`src/rtl/mux_2x1_seq.sv`:
```
// Registered 2:1 word selector for the NoC datapath.
// Forwards the high or low half of i_data_bus one cycle later; drives zero when idle.
module mux_2x1_seq #(
  parameter int DATA_WIDTH     = 32,
  parameter int COMMMAND_WIDTH = 1
) (
  input  logic                      clk,
  input  logic                      rst,
  input  logic                      i_valid,
  input  logic [2*DATA_WIDTH-1:0]   i_data_bus,
  input  logic                      i_en,
  input  logic [COMMMAND_WIDTH-1:0] i_cmd,
  output logic                      o_valid,
  output logic [DATA_WIDTH-1:0]     o_data_bus
);

  logic                  valid_q, valid_d;
  logic [DATA_WIDTH-1:0] data_q,  data_d;
  logic                  sel_hi;

  // Only bit 0 of the command steers the mux.
  assign sel_hi = i_cmd[0];

  always_comb begin
    valid_d = 1'b0;
    data_d  = '0;
    if (i_en && i_valid) begin
      valid_d = 1'b1;
      data_d  = sel_hi ? i_data_bus[2*DATA_WIDTH-1:DATA_WIDTH]
                       : i_data_bus[DATA_WIDTH-1:0];
    end
  end

  always_ff @(posedge clk or posedge rst) begin
    if (rst) begin
      valid_q <= 1'b0;
      data_q  <= '0;
    end else begin
      valid_q <= valid_d;
      data_q  <= data_d;
    end
  end

  assign o_valid    = valid_q;
  assign o_data_bus = data_q;

endmodule

```
`config.mk`:
```
export PLATFORM = sky130hd
export DESIGN_NAME = mux_2x1_seq
export DESIGN_NICKNAME = d
export VERILOG_FILES = /design/src/rtl/mux_2x1_seq.sv
export SDC_FILE = /design/constraint.sdc
export NUM_CORES = 1
export LEC_CHECK = 0
export CORE_ASPECT_RATIO = 0.9
export CORE_MARGIN = 2
export CORE_UTILIZATION = 36
export CTS_CLUSTER_SIZE = 40
export DETAILED_ROUTE_END_ITERATION = 7
export GPL_TIMING_DRIVEN = 0
export PLACE_DENSITY = 0.94
export SLEW_MARGIN = 20
export SYNTH_ARGS = -nofsm -noshare
export SYNTH_HDL_FRONTEND = slang
export SYNTH_SLANG_ARGS = --single-unit
```
`constraint.sdc`:
```
create_clock -name clk -period 1.3 [get_ports clk]
set_clock_uncertainty 0.05 [all_clocks]
set_input_delay 0.195 -clock clk [delete_from_list [all_inputs] [get_ports clk]]
set_output_delay 0.195 -clock clk [all_outputs]
set_load 0.01 [all_outputs]
```
==> flow_metrics.tcl <==
set metrics [dict create \
    status "complete, no violations" \
    fin_cells 261 \
    dieArea_um2 4290 \
    power_density_nw_per_um2 955 \
    cts_buffer_depth 2 \
    peakVddDrop_mv 0.764 \
    io_pins 102 \
    holdBufCountCts 0 \
    ant_nets 0 \
    tritoncts "built" \
    syn2layout_area_growth_pct 82.2 \
    clkTransAtPathRegs_ns 0.07 \
    register_area_um2 826 \
    dp.cells 253 \
    overflow 0 \
    cp_max_fo 1 \
    viasPerCell 4.52 \
    vias 1180 \
    cpMaxStageDelayCell "dfrtp_1" \
    start_kind "register" \
    grt_pass1_wl_um 5480 \
    fill_cells 300 \
    power_switching_mw 0.522 \
    cts_sinks 33 \
    drt-wirelength-per-cell_um 12.8 \
    fin_crit_ns 1.18 \
    pwr-share-comb 0.195 \
    track_usage 0.177 \
    drc 0 \
    layout_common_cells "clkdlybuf4s50_1 (67), dfrtp_1 (33), dlygate4sd2_1 (33)" \
    cp.arrival_ns 0.94 \
    port-buffer-count 100 \
    place.gp.congestion 0.717 \
    cts-root-buf "clkbuf_8" \
    max_clock_freq_ghz 0.847 \
    die_y_um 62.3 \
    post_cts_buffers 0 \
    first_global_vias 1233 \
    critical_path_class "reg -> out" \
    wirelength_um 3350 \
    rsz0062_at_grt "false" \
    required_ns 1.05 \
    yosysSeqAreaShare 0.607 \
    syn_inst 107 \
    critPathMaxStageDelay_ns 0.37 \
    yosys_register_bits 33 \
    hold_path_class "in -> reg" \
    dr.pass1.iters 4 \
    internal_power_mw 1.85 \
    critPathCaptureType "output port" \
    worstMarginPinSlew_ns 0.660 \
    crit_family "flip-flops" \
    swShare 0.220 \
    worst-path-buf-inv 1 \
    drive_gt1_frac 0.0651 \
    htree_levels 2 \
    max-cap-violations 0 \
    relSlewSlack 0.560 \
    cts_resized 33 \
    synth_cell_type_count 10 \
    start_util 0.370 \
    p_clk_frac 0.348 \
    syn_area_um2 1360 \
    finalCritPeriodShare 0.908 \
    core_area_um2 3680 \
    power_mw 2.37 \
    p_seq_frac 0.456 \
    rows 21 \
    syn_nets 176 \
    fin_hold_ws_ns 0.196 \
    p_leak_nw 1.31 \
    postSynthAreaPerCell_um2 12.7 \
    initialDrtViolationCount 37 \
    hold_viol 0 \
    cts_buffers 5 \
    fp.dieW_um 68.8 \
    yosysWarnings 0 \
    hpwlAfterDp_um 2770 \
    antenna_found_initial 0 \
    setup_viol 0 \
    nNetsFinal 283 \
    diodes 0 \
    crit_chain "dlygate4sd2_1" \
    final_common_cell "clkdlybuf4s50_1" \
    finalMaxSlewViolations 0 \
    multiInputGateArea_um2 444 \
    grt_max_degree 34 \
]
[Yosys cell counts]
| cell type | count | area share |
|---|---|---|
| buf_12 | 3 | 0.044 |
| nand2_1 | 1 | 0.0028 |
| dfrtp_1 | 33 | 0.61 |
| clkbuf_1 | 1 | 0.0028 |
| buf_6 | 1 | 0.0083 |
| inv_1 | 2 | 0.0055 |
| buf_1 | 1 | 0.0028 |
| mux2i_1 | 32 | 0.24 |
| nor2_1 | 32 | 0.088 |
| buf_2 | 1 | 0.0037 |
[per-stage QoR]
step / util / setup WS, ns / TNS [ns] / instance area, um2
after global placement: 0.658 / -0.320 / -12.84 / 2420
after CTS: 0.674 / 0.108 / 0 / 2480
after global routing: 0.674 / 0.0115 / 0 / 2480
after floorplan: - / 0.336 / 0 / 1360
final: 0.674 / 0.120 / 0 / 2480
after detailed placement: 0.658 / -0.168 / -2.44 / 2420
[power by group through the flow]
stage | combinational [mW] | clock [mW] | sequential (mW)
3_3_place_gp | 0.492 | 0 | 1.10
5_1_grt | 0.507 | 0.910 | 1.09
4_1_cts | 0.471 | 0.849 | 1.08
3_5_place_dp | 0.503 | 0 | 1.10
2_1_floorplan | 0.152 | 0 | 1.13
6_report | 0.463 | 0.825 | 1.08
[layout make-up]
| cell class | count | area share |
|---|---|---|
| multi-input combinational | 65 | 0.179 |
| timing repair buffer | 100 | 0.387 |
| clock inverter | 1 | 0.00202 |
| buffer | 7 | 0.0338 |
| clock buffer | 7 | 0.0388 |
| sequential | 33 | 0.333 |
| tap | 46 | 0.0232 |
| inverter | 2 | 0.00303 |
[kinds of logic after synthesis]
group / after synthesis / share of synthesized area
DFF: 33 / 0.607
and+or+nand+nor: 33 / 0.0910
muxes: 32 / 0.235
buffers and inverters: 9 / 0.0671
[sequential cells by signal, summed over array words and instances, names as in the netlist]
signal,count
o_data_bus,32
o_valid,1
[layer usage]
| layer | vias up | track usage | part of all wire |
|---|---|---|---|
| li1 | 562 | - | - |
| met1 | 544 | 0.185 | 0.33 |
| met2 | 67 | 0.287 | 0.52 |
| met3 | 7 | 0.0978 | 0.13 |
| met4 | 0 | 0.0735 | 0.015 |
| met5 | - | 0 | 0 |
[final timing paths]
kind	end	depth (start not counted)	start
max	o_data_bus[31]	1	o_data_bus[31]
min	o_data_bus[31]	3	i_cmd
max in group asynchronous	o_data_bus[12]	2	rst
min in group asynchronous	o_data_bus[3]	2	rst
Power figures use the tool's default switching activity.
